--- src/rtl/mem_access_ctrl.sv ---
// Single-port RAM access sequencer: SETUP -> STROBE -> HOLD (-> WAIT) -> DONE with registered outputs.
// Optional wait states after HOLD are compiled in with the MEM_WAIT_STATES_EN macro.
module mem_access_ctrl #(
  parameter int DATA_WIDTH  = 32,
  parameter int ADDR_SPACE  = 9,
  parameter int WAIT_CYCLES = 2
) (
  input  logic                  clock,
  input  logic                  clear,
  input  logic                  req_read,
  input  logic                  req_write,
  input  logic [ADDR_SPACE-1:0] addr,
  input  logic [DATA_WIDTH-1:0] wdata,
  output logic                  busy,
  output logic                  done,
  output logic [DATA_WIDTH-1:0] rdata,
  output logic [ADDR_SPACE-1:0] ram_addr,
  output logic [DATA_WIDTH-1:0] ram_datain,
  output logic                  ram_read,
  output logic                  ram_write,
  output logic                  ram_enable,
  input  logic [DATA_WIDTH-1:0] ram_dataout
);

  typedef enum logic [2:0] {
    S_IDLE, S_SETUP, S_STROBE, S_HOLD, S_WAIT, S_DONE
  } state_t;

  state_t state_q, state_d;
  logic   op_wr_q, op_wr_d;
  logic   accept, active_d;

  // Simultaneous read+write is ambiguous and is dropped outright.
  assign accept  = (state_q == S_IDLE) && (req_read ^ req_write);
  assign op_wr_d = accept ? req_write : op_wr_q;

`ifdef MEM_WAIT_STATES_EN
  localparam int CW = (WAIT_CYCLES > 1) ? $clog2(WAIT_CYCLES) : 1;
  logic [CW-1:0] wait_cnt;
  logic          wait_last;

  assign wait_last = (wait_cnt == CW'(WAIT_CYCLES - 1));

  always_ff @(posedge clock or negedge clear) begin
    if (!clear)                 wait_cnt <= '0;
    else if (state_q != S_WAIT) wait_cnt <= '0;
    else                        wait_cnt <= wait_cnt + 1'b1;
  end
`else
  logic cfg_unused;
  assign cfg_unused = (WAIT_CYCLES != 0);
`endif

  always_comb begin
    state_d = state_q;
    case (state_q)
      S_IDLE:   if (accept) state_d = S_SETUP;
      S_SETUP:  state_d = S_STROBE;
      S_STROBE: state_d = S_HOLD;
`ifdef MEM_WAIT_STATES_EN
      S_HOLD:   state_d = (WAIT_CYCLES > 0) ? S_WAIT : S_DONE;
      S_WAIT:   if (wait_last) state_d = S_DONE;
`else
      S_HOLD:   state_d = S_DONE;
      S_WAIT:   state_d = S_DONE;
`endif
      S_DONE:   state_d = S_IDLE;
      default:  state_d = S_IDLE;
    endcase
  end

  assign active_d = (state_d == S_SETUP) || (state_d == S_STROBE) ||
                    (state_d == S_HOLD)  || (state_d == S_WAIT);

  // Outputs are registered from the next state so they line up with the state they describe.
  always_ff @(posedge clock or negedge clear) begin
    if (!clear) begin
      state_q    <= S_IDLE;
      op_wr_q    <= 1'b0;
      busy       <= 1'b0;
      done       <= 1'b0;
      rdata      <= '0;
      ram_addr   <= '0;
      ram_datain <= '0;
      ram_read   <= 1'b0;
      ram_write  <= 1'b0;
      ram_enable <= 1'b0;
    end else begin
      state_q    <= state_d;
      op_wr_q    <= op_wr_d;
      busy       <= (state_d != S_IDLE);
      done       <= (state_d == S_DONE);
      ram_enable <= (state_d == S_STROBE);
      ram_read   <= active_d && !op_wr_d;
      ram_write  <= active_d && op_wr_d;
      if (accept) begin
        ram_addr   <= addr;
        ram_datain <= wdata;
      end
      // RAM data is valid from the cycle after the strobe until the access ends.
      if ((state_q != S_IDLE) && (state_q != S_DONE) && (state_d == S_DONE) && !op_wr_q)
        rdata <= ram_dataout;
    end
  end

endmodule

--- config.mk ---
export PLATFORM = sky130hd
export DESIGN_NAME = mem_access_ctrl
export DESIGN_NICKNAME = d
export VERILOG_FILES = /design/src/rtl/mem_access_ctrl.sv
export SDC_FILE = /design/constraint.sdc
export NUM_CORES = 1
export LEC_CHECK = 0
export ABC_AREA = 0
export BUFFER_PORTS_ARGS = -buffer_cell sky130_fd_sc_hd__buf_2
export CORE_MARGIN = 2
export CORE_UTILIZATION = 41
export DETAILED_ROUTE_END_ITERATION = 8
export PLACE_DENSITY = 0.78
export SYNTH_ARGS = -nofsm -noshare
export SYNTH_HDL_FRONTEND = slang
export SYNTH_SLANG_ARGS = --single-unit
--- constraint.sdc ---
create_clock -name clock -period 1.7 [get_ports clock]
set_input_delay 0.17 -clock clock [delete_from_list [all_inputs] [get_ports clock]]
set_output_delay 0.17 -clock clock [all_outputs]
set_load 0.1 [all_outputs]
**After elaboration in Yosys (flattened, before gate mapping)**

Index checks and enable logic that the tools add are counted.

- Word-level logic and storage cells: 39
- Register bits after elaboration: 82
- Input bits: 77
- Output and inout bits: 78

- Bitwise logic cells: 1
- Mux-type cells: 3
- Reductions and logical operators: 15
- Equal/unequal tests: 10

Operators by type and width:

| kind | number |
|---|---|
| 3-bit by 2-bit equality test with 1-bit output (second input constant) | 4 |
| 3-bit one-hot mux with 4 select lines | 1 |
| 3-bit equality test (second input constant) | 3 |
| 3-bit by 1-bit equality test with 1-bit output (second input constant) | 2 |
| 1-bit logical AND | 6 |
| 3-bit nonzero test | 2 |
| 3-bit zero test | 1 |
| 1-bit logical OR | 3 |
| 3-bit 2-to-1 mux | 1 |
| 3-bit != test (second input constant) | 1 |
| 1-bit zero test | 2 |
| 2-bit OR reduction | 1 |
| 1-bit 2-to-1 mux | 1 |
| 1-bit XOR | 1 |

**Logic depth before layout (Yosys ltp)**

Gate-level depths: netlist of run 1.

- Depth after elaboration: 9
- Mapped depth: 4
- Depth with buffers taken out: 3

**Worst setup path before layout of run 1**

OpenSTA, ideal clock, no wires.

- Kind: flip-flop to flip-flop
- From: reg state_q[0]
- To: reg rdata[12]
- Arrival time: 1.532 ns
- Data required time: 1.575 ns
- Setup slack: 0.043 ns
- Cell stages (with the launch flop): 5
- Setup time: 0.125 ns
- Buffers on the path: 1
- Clock period less this slack: 1.657 ns
- Cell sequence: dfrtp_1 > or3b_4 > a21oi_4 > buf_6 > mux2_2

- Cells in the longest elaborated chain, start to end: 7
- Elaborated cells between the ends (all ways): 15
- Those cells by class: 6 x eq/ne; 2 x mux; 7 x reduce/logical

Ends and longest elaborated chain:

| element | line | text |
|---|---|---|
| start, declared | 29 | `state_t state_q, state_d;` |
| start signal, assigned | 89 | `state_q <= state_d;` |
| 3-bit zero test | 34, 56 |  |
| 1-bit logical AND | 34 | `assign accept = (state_q == S_IDLE) && (req_read ^ req_write);` |
| 3-bit 2-to-1 mux | 57 | `S_IDLE: if (accept) state_d = S_SETUP;` |
| 3-bit one-hot mux with 4 select lines | 56 | `case (state_q)` |
| 3-bit equality test | 101 | `if ((state_q != S_IDLE) && (state_q != S_DONE) && (state_d == S_DONE) && !op_wr_q)` |
| 1-bit logical AND (*) (2 in a row) | 101 |  |
| end signal, assigned | 102 | `rdata <= ram_dataout;` |
| end, declared | 16 | `output logic [DATA_WIDTH-1:0] rdata,` |

Every way passes the cells marked *; elsewhere a longest branch is shown, timed or not.
A chain may end at the register's enable or synchronous reset.

**Worst setup path in the final report of run 1**

- From: reg state_q[2]
- To: reg rdata[18]

The elaborated chain is that of the path after synthesis.

==> results of run 1 <==
-- registers in the layout, indices dropped and copies added (netlist names), 3 cells and up --
signal	flops
ram_addr	9
state_q	3
rdata	32
ram_datain	32
-- per-stage QoR --
step | setup slack [ps] | setup TNS [ps] | hold slack, ps | instances
floorplan | 42.7 | 0 | -126 | 186
finish | 11.8 | 0 | 49.2 | 457
global placement | 90.7 | 0 | 75.3 | 440
detailed placement | 37.4 | 0 | 76.8 | 440
global route | -39.1 | -701 | 36.5 | 457
CTS | 13.6 | 0 | 27.1 | 457
-- cell families after synthesis --
| group | share of synthesized area |
|---|---|
| mux | 0.264 |
| compound gates | 0.0201 |
| flops | 0.660 |
| buf+inv | 0.0278 |
| simple gates | 0.0225 |
| xor+xnor | 0.00563 |
-- per-layer routing --
metal  vias up  routed length (um)  share of wire
li1        985                   -              -
met1      1020                2500           0.41
met2        88                3110           0.50
met3        11                 419          0.068
met4         0                 134          0.022
met5         -                   0              0
-- worst max-delay path, delay by kind of cell, from the launching register on --
family	cells	cell delay, ps
buffers and inverters	1	210
DFF	1	400
AOI/OAI and AO/OA	1	160
and+or+nand+nor	1	430
muxes	1	360
-- timing repair --
action,in CTS,in global routing
gates resized for setup,0,3
hold buffers,1,0
endpoints found under the hold margin,20,0
setup endpoints to repair,0,43
-- layout by cell type (no fill, tap or decap), types with 2 or more instances in the layout --
| cell type | count |
|---|---|
| nor2_1 | 3 |
| buf_12 | 3 |
| mux2_1 | 2 |
| a21oi_1 | 3 |
| mux2_2 | 70 |
| clkbuf_8 | 9 |
| clkinv_2 | 4 |
| buf_2 | 153 |
| inv_1 | 2 |
| nand2_1 | 2 |
| dfrtp_1 | 82 |
| buf_4 | 6 |
-- cell type report --
class / instances / area [sq um]
tap: 99 / 124
clock inverter: 6 / 57.6
sequential: 82 / 2050
clock buffer: 10 / 128
timing repair buffer: 163 / 881
fill: 644 / 3060
inverter: 2 / 7.51
multi-input combinational: 95 / 985
-- path summary, 6_finish.rpt --
kind	startpoint	to
hold reg to reg	rdata[10]$_DFFE_PN0P_	rdata[10]$_DFFE_PN0P_
setup / recovery	state_q[2]$_DFF_PN0_	rdata[18]$_DFFE_PN0P_
min in group asynchronous	clear	rdata[2]$_DFFE_PN0P_
max in group asynchronous	clear	ram_addr[8]$_DFFE_PN0P_
hold / removal	ram_dataout[10]	rdata[10]$_DFFE_PN0P_
setup reg to reg	state_q[2]$_DFF_PN0_	rdata[18]$_DFFE_PN0P_
==> results.py, run 1 <==
metrics = {
    "outcome": {
        "outcome": "finished, final reports clean",
    },
    "grt": {
        "busiest_layer": "met2",
        "grt_max_degree": 42,
        "met1_usage": 0.181,
        "met3_usage": 0.0324,
        "grt_pass1_vias": 2217,
        "antenna_found_initial": 0,
        "grt_pass1_wl_um": 10300,
        "grt.total_usage": 0.155,
        "grt_overflow_total": 0,
        "grtUsageMet2": 0.268,
    },
    "timing": {
        "setup_viol": 0,
        "fmax_mhz": 592,
        "period_share": 0.993,
        "slew_headroom": 0.659,
        "finalClockSkew_ps": 8.14,
        "hold_violations": 0,
        "grt_setup_unrepaired": "true",
        "tightest_slew_ps": 514,
        "drv_slew": 0,
        "finalCriticalPeriod_ps": 1690,
    },
    "drt": {
        "drc": 0,
        "route.detailed.wl_per_inst_um": 13.5,
        "ant_nets": 0,
        "wl_um": 6170,
        "drtIter0Drc": 42,
        "vias_per_cell": 4.60,
        "num_vias": 2104,
        "drt_pre_antenna_iters": 4,
    },
    "clock_network": {
        "cts_buffer_depth": 2,
        "clock_sinks": 82,
        "clockRootBuffer": "clkbuf_8",
        "cts_setup_buffers": 0,
        "cts.clk_slew.worst_paths_ps": 80,
        "insertion_delay_ps": 340,
        "htreeDepth": 3,
        "cts_buffers": 9,
        "cts_tree": "yes",
    },
    "floorplan": {
        "die_height_um": 91.1,
        "num_rows": 31,
        "die_w_um": 91.1,
        "start_util": 0.427,
        "coreArea_sq_um": 7290,
        "io_pins": 155,
        "dieArea_sq_um": 8300,
    },
    "yosys": {
        "synth_top_area_frac": 0.660,
        "ys_ff_latch": 82,
        "avgSynthCellArea_sq_um": 16.7,
        "ys.flop_type": "dfrtp_1",
        "synth.net_count": 263,
        "netlist_area_sq_um": 3110,
        "ys_seq_area_frac": 0.660,
        "yosysUniqueCellTypes": 20,
        "ys_async_sr_fraction": 1.00,
        "syn_inst": 186,
        "ys_top_cells_by_count": "dfrtp_1, mux2_2, buf_6",
        "yosysWarnings": 0,
        "synth_top_cell_by_area": "dfrtp_1",
        "ys_top_cells_by_area": "dfrtp_1, mux2_2, buf_6, mux2_1, a21oi_1",
        "synth_most_common_cell": "dfrtp_1",
        "synth-edff-count": 0,
    },
    "setup_path": {
        "critPathMaxFanout": 32,
        "cp.arrival_ps": 1900,
        "end_kind": "flop",
        "slowest_delay_ps": 430,
        "required_ps": 1920,
        "worstRegToRegCells": 4,
        "crit_type": "flop to flop",
        "start_kind": "flop",
        "cp_slowest_cell": "or3b_4",
        "rrSetupSlack_ps": 10,
        "crit_chain": "or3b_4 > a21oi_4 > buf_12 > mux2_2",
    },
    "finish": {
        "fin_nets": 430,
        "postLayoutCoreUtil": 0.581,
        "fin_area_sq_um": 4230,
        "diodes": 0,
        "layout-drive-gt1-share": 0.712,
        "syn_to_final_growth_pct": 36.1,
    },
    "placement": {
        "hpwlAfterDp_um": 4700,
        "place_area_sq_um": 4030,
        "gp_congestion": 0.698,
        "numPortBuffers": 154,
    },
    "run": {
        "maxCapViolCount": 0,
    },
    "min_path": {
        "whs_path_depth": 2,
        "holdCritPathClass": "input port to flop",
    },
}
Power of run 1 is left out: the tool's default activity adds up to more than one toggle a clock period on the data nets, which glitch-free logic cannot reach.
==> run 2, diff against run 1 <==
- CORE_UTILIZATION: 41 -> 49
- PLACE_DENSITY: 0.78 -> 0.87
- clock period: 1.7 -> 2.05 ns (I/O delays scaled with it)
==> run 2 against run 1 <==
- via count is 0.14% higher
- routed wire length is 0.34% lower
- die area is 16% lower
- utilization is 9.5 points higher
- global-route usage is 3.1 points higher
- largest cell class unchanged
- clock skew is 4.8 ps higher
==> results.py, run 2 (synthesis results as in run 1) <==
metrics = {
    "outcome": {
        "outcome": "finished, final reports clean",
    },
    "min_path": {
        "holdCritPathClass": "input port to flop",
    },
    "clock_network": {
        "cts_buffer_depth": 2,
        "cts_setup_buffers": 0,
        "cts_tree": "yes",
        "clockRootBuffer": "clkbuf_8",
        "cts.clk_slew.worst_paths_ps": 90,
        "htreeDepth": 3,
        "clock_sinks": 82,
        "insertion_delay_ps": 340,
        "cts_buffers": 9,
    },
    "setup_path": {
        "required_ps": 2280,
        "critPathMaxFanout": 27,
        "slowest_delay_ps": 450,
        "start_kind": "flop",
        "cp_slowest_cell": "dfrtp_1",
        "crit_chain": "or3b_4 > a21oi_4 > buf_12 > mux2_2",
        "cp_top_family": "flip-flops",
        "cp_num_buf_inv": 1,
        "cp.arrival_ps": 1970,
        "end_kind": "flop",
        "crit_type": "flop to flop",
    },
    "drt": {
        "route.detailed.wl_per_inst_um": 14.2,
        "drt_pre_antenna_iters": 5,
        "drtIter0Drc": 46,
        "ant_nets": 0,
        "wl_um": 6150,
        "vias_per_cell": 4.87,
        "num_vias": 2107,
        "drc": 0,
    },
    "floorplan": {
        "dieArea_sq_um": 7000,
        "io_pins": 155,
        "num_rows": 29,
        "coreArea_sq_um": 6240,
        "die_w_um": 83.7,
        "die_height_um": 83.7,
        "start_util": 0.498,
    },
    "placement": {
        "pre_cts_ws_ps": 303,
        "place_area_sq_um": 3970,
        "numPortBuffers": 154,
        "hpwlAfterDp_um": 4590,
        "gp_congestion": 0.680,
    },
    "finish": {
        "diodes": 0,
        "mostFrequentLayoutCell": "buf_2",
        "fin_nets": 428,
        "syn_to_final_growth_pct": 35.6,
        "layout-drive-gt1-share": 0.708,
        "largest_registers": "ram_datain: 32 flops, rdata: 32 flops, ram_addr: 9 flops",
        "fin_area_sq_um": 4220,
        "final_cell_mix": "buf_2, dfrtp_1, mux2_2, clkbuf_8, buf_4",
    },
    "timing": {
        "tns_ps": 0,
        "period_share": 0.852,
        "setup_viol": 0,
        "fmax_mhz": 572,
        "setup_slack_ps": 303,
        "slew_headroom": 0.662,
        "finalClockSkew_ps": 12.9,
        "drv_slew": 0,
        "finalCriticalPeriod_ps": 1750,
        "grt_setup_unrepaired": "false",
        "tightest_slew_ps": 510,
        "hold_violations": 0,
    },
    "grt": {
        "busiest_layer": "met2",
        "met3_usage": 0.0435,
        "grt_max_degree": 52,
        "grt_pass1_wl_um": 10500,
        "grt.total_usage": 0.185,
        "grtUsageMet2": 0.330,
        "met1_usage": 0.215,
        "grt_overflow_total": 0,
        "antenna_found_initial": 0,
        "grt_pass1_vias": 2304,
    },
    "run": {
        "maxCapViolCount": 0,
    },
}
[run 2: final timing paths]
kind	endpoint	from	slack, ps	cells after the start
max	rdata[4]$_DFFE_PN0P_	state_q[0]$_DFF_PN0_	300	4
min	ram_datain[9]$_DFFE_PN0P_	wdata[9]	80	2
max reg2reg	rdata[4]$_DFFE_PN0P_	state_q[0]$_DFF_PN0_	300	4
min reg2reg	rdata[10]$_DFFE_PN0P_	rdata[10]$_DFFE_PN0P_	480	1
max in group asynchronous	rdata[27]$_DFFE_PN0P_	clear	1110	3
min in group asynchronous	ram_datain[19]$_DFFE_PN0P_	clear	330	2
[run 2: worst register-to-register path, stage by stage (launching register included)]
cell	delay, ps
dfrtp_1	450
or3b_4	450
a21oi_4	170
buf_12	200
mux2_2	370
[run 2: routing by layer]
| layer | routed length (um) | part of all wire | up-vias |
|---|---|---|---|
| met5 | 0 | 0 | - |
| met4 | 103 | 0.017 | 0 |
| met1 | 2420 | 0.39 | 1032 |
| li1 | - | - | 983 |
| met2 | 3230 | 0.53 | 82 |
| met3 | 391 | 0.064 | 10 |
[run 2: final cells by class]
type / instances / area (sq um)
inverter: 2 / 7.51
sequential: 82 / 2050
multi-input combinational: 95 / 972
clock buffer: 11 / 151
fill: 490 / 2020
timing repair buffer: 161 / 853
clock inverter: 5 / 86.3
tap: 77 / 96.3
[run 2: repair_timing]
action | in CTS | in global routing
hold buffers | 1 | 0
resized for setup | 0 | 0
endpoints found under the hold margin | 31 | 0
[run 2: stage by stage]
step / hold slack [ps] / utilization / cells
global route: 65.8 / 0.676 / 433
finish: 83.1 / 0.676 / 433
CTS: 68.2 / 0.676 / 433
global placement: 161 / 0.636 / 416
floorplan: -90.6 / - / 186
detailed placement: 165 / 0.636 / 416
Power of run 2 is left out for the same reason.
==> run 3, diff against run 2 <==
- CELL_PAD_IN_SITES_DETAIL_PLACEMENT: default -> 2
- CELL_PAD_IN_SITES_GLOBAL_PLACEMENT: default -> 2
- CORE_UTILIZATION: 49 -> 31
- PLACE_DENSITY: 0.87 -> 0.85
==> run 3 against run 2 <==
- die area increased by 55%
- largest cell class unchanged
- maximum frequency decreased by 0.66%
- count of clock-buffer cells in the layout increased by 2
- final area increased by 0.68%
- worst setup slack got worse by 12 ps
==> results.py, run 3 (synthesis results as in run 1) <==
metrics = {
    "setup_path": {
        "worstRegToRegCells": 4,
        "slowest_delay_ps": 460,
        "end_kind": "flop",
        "start_kind": "flop",
        "cp.arrival_ps": 2000,
        "required_ps": 2290,
        "critPathLaunch": "state_q[2]$_DFF_PN0_",
        "timing.rr.start": "state_q[2]$_DFF_PN0_",
        "crit_type": "flop to flop",
        "rrSetupSlack_ps": 290,
        "cp-endpoint": "rdata[19]$_DFFE_PN0P_",
        "critPathMaxFanout": 32,
        "crit_chain": "or3b_4 > a21oi_4 > buf_12 > mux2_2",
        "cp_slowest_cell": "dfrtp_1",
        "reg2reg_to": "rdata[19]$_DFFE_PN0P_",
    },
    "grt": {
        "grt_pass1_vias": 2397,
        "grt_max_degree": 56,
        "antenna_found_initial": 0,
        "grt.total_usage": 0.150,
        "grt_overflow_total": 0,
        "grt_pass1_wl_um": 12700,
    },
    "min_path": {
        "holdCritPathClass": "input port to flop",
    },
    "drt": {
        "drtIter0Drc": 33,
        "wl_um": 7850,
        "route.detailed.wl_per_inst_um": 16.1,
        "top_layer": "met4",
        "vias_per_cell": 4.42,
        "drt_pre_antenna_iters": 3,
        "drc": 0,
        "ant_nets": 0,
        "wl_met2_um": 4380,
        "met3_length_um": 369,
        "wl_met1_um": 2990,
        "num_vias": 2153,
    },
    "clock_network": {
        "clock_sinks": 82,
        "htreeDepth": 3,
        "cts.clk_slew.worst_paths_ps": 80,
        "insertion_delay_ps": 350,
        "cts_setup_buffers": 0,
        "cts_buffers": 9,
        "clockRootBuffer": "clkbuf_8",
        "cts_buffer_depth": 2,
        "cts_tree": "yes",
    },
    "floorplan": {
        "num_rows": 36,
        "die_height_um": 104,
        "io_pins": 155,
        "dieArea_sq_um": 10900,
        "start_util": 0.318,
        "die_w_um": 104,
        "coreArea_sq_um": 9770,
    },
    "placement": {
        "hpwlAfterDp_um": 6070,
        "gp_congestion": 0.714,
        "numPortBuffers": 154,
    },
    "timing": {
        "grt_setup_unrepaired": "false",
        "fmax_mhz": 568,
        "tns_ps": 0,
        "finalCriticalPeriod_ps": 1760,
        "hold_violations": 0,
        "slew_headroom": 0.531,
        "tightest_slew_ps": 703,
        "finalClockSkew_ps": 10.2,
        "drv_slew": 0,
        "period_share": 0.858,
        "setup_viol": 0,
    },
    "outcome": {
        "outcome": "finished, final reports clean",
    },
    "finish": {
        "layout-drive-gt1-share": 0.703,
        "multi_input_area_sq_um": 972,
        "fin_nets": 427,
        "regArea_sq_um": 2050,
        "largest_registers": "ram_datain: 32 flops, rdata: 32 flops, ram_addr: 9 flops",
        "syn_to_final_growth_pct": 36.6,
        "mostFrequentLayoutCell": "buf_2",
        "final_cell_mix": "buf_2, dfrtp_1, mux2_2, clkbuf_8",
        "fillers": 1032,
        "diodes": 0,
    },
    "run": {
        "maxCapViolCount": 0,
    },
}
==> run 3: metrics by stage <==
| step | area, sq um | instances | setup WS, ps | util | hold slack [ps] |
|---|---|---|---|---|---|
| finish | 4250 | 487 | 291 | 0.435 | 72.0 |
| CTS | 4250 | 487 | 265 | 0.435 | 58.3 |
| detailed placement | 4030 | 471 | 275 | 0.413 | 310 |
| global placement | 4030 | 471 | 345 | 0.413 | 302 |
| global route | 4250 | 487 | 217 | 0.435 | 60.6 |
| floorplan | 3110 | 186 | 393 | - | -90.6 |
==> run 3: layout make-up <==
| class | count | area share |
|---|---|---|
| Timing Repair Buffer | 160 | 0.199 |
| Inverter | 2 | 0.00177 |
| Clock inverter | 2 | 0.00825 |
| Clock buffer | 13 | 0.0398 |
| Sequential cell | 82 | 0.483 |
| Multi-Input combinational cell | 95 | 0.229 |
| Tap cell | 133 | 0.0392 |
==> run 3: what timing repair did <==
action / CTS / global route
hold endpoints to repair: 54 / 0
endpoints found under the setup margin: 0 / 0
gates resized for setup: 0 / 0
hold buffers: 1 / 0
==> run 3: worst min-delay path by stage <==
stage,cells after the start,startpoint,slack [ps],end
6_report,2,ram_dataout[11],70,rdata[11]$_DFFE_PN0P_
5_1_grt,2,ram_dataout[10],60,rdata[10]$_DFFE_PN0P_
4_1_cts,2,ram_dataout[11],60,rdata[11]$_DFFE_PN0P_
3_5_place_dp,1,clear,310,rdata[0]$_DFFE_PN0P_
3_3_place_gp,1,clear,300,rdata[25]$_DFFE_PN0P_
2_1_floorplan,0,clear,-90,busy$_DFF_PN0_
==> run 3: worst max-delay path: cells and delay by family (launching register included) <==
family                 cells  cell delay (ps)
flip-flops                 1              460
AND/OR/NAND/NOR            1              440
multiplexers               1              370
buffers and inverters      1              220
AO/OA/AOI/OAI              1              150
==> run 3: per-layer routing <==
| metal | vias up | track usage |
|---|---|---|
| li1 | 975 | - |
| met1 | 1086 | 0.164 |
| met2 | 82 | 0.279 |
| met3 | 10 | 0.0345 |
| met4 | 0 | 0.0637 |
| met5 | - | 0 |
Power of run 3 is left out for the same reason.
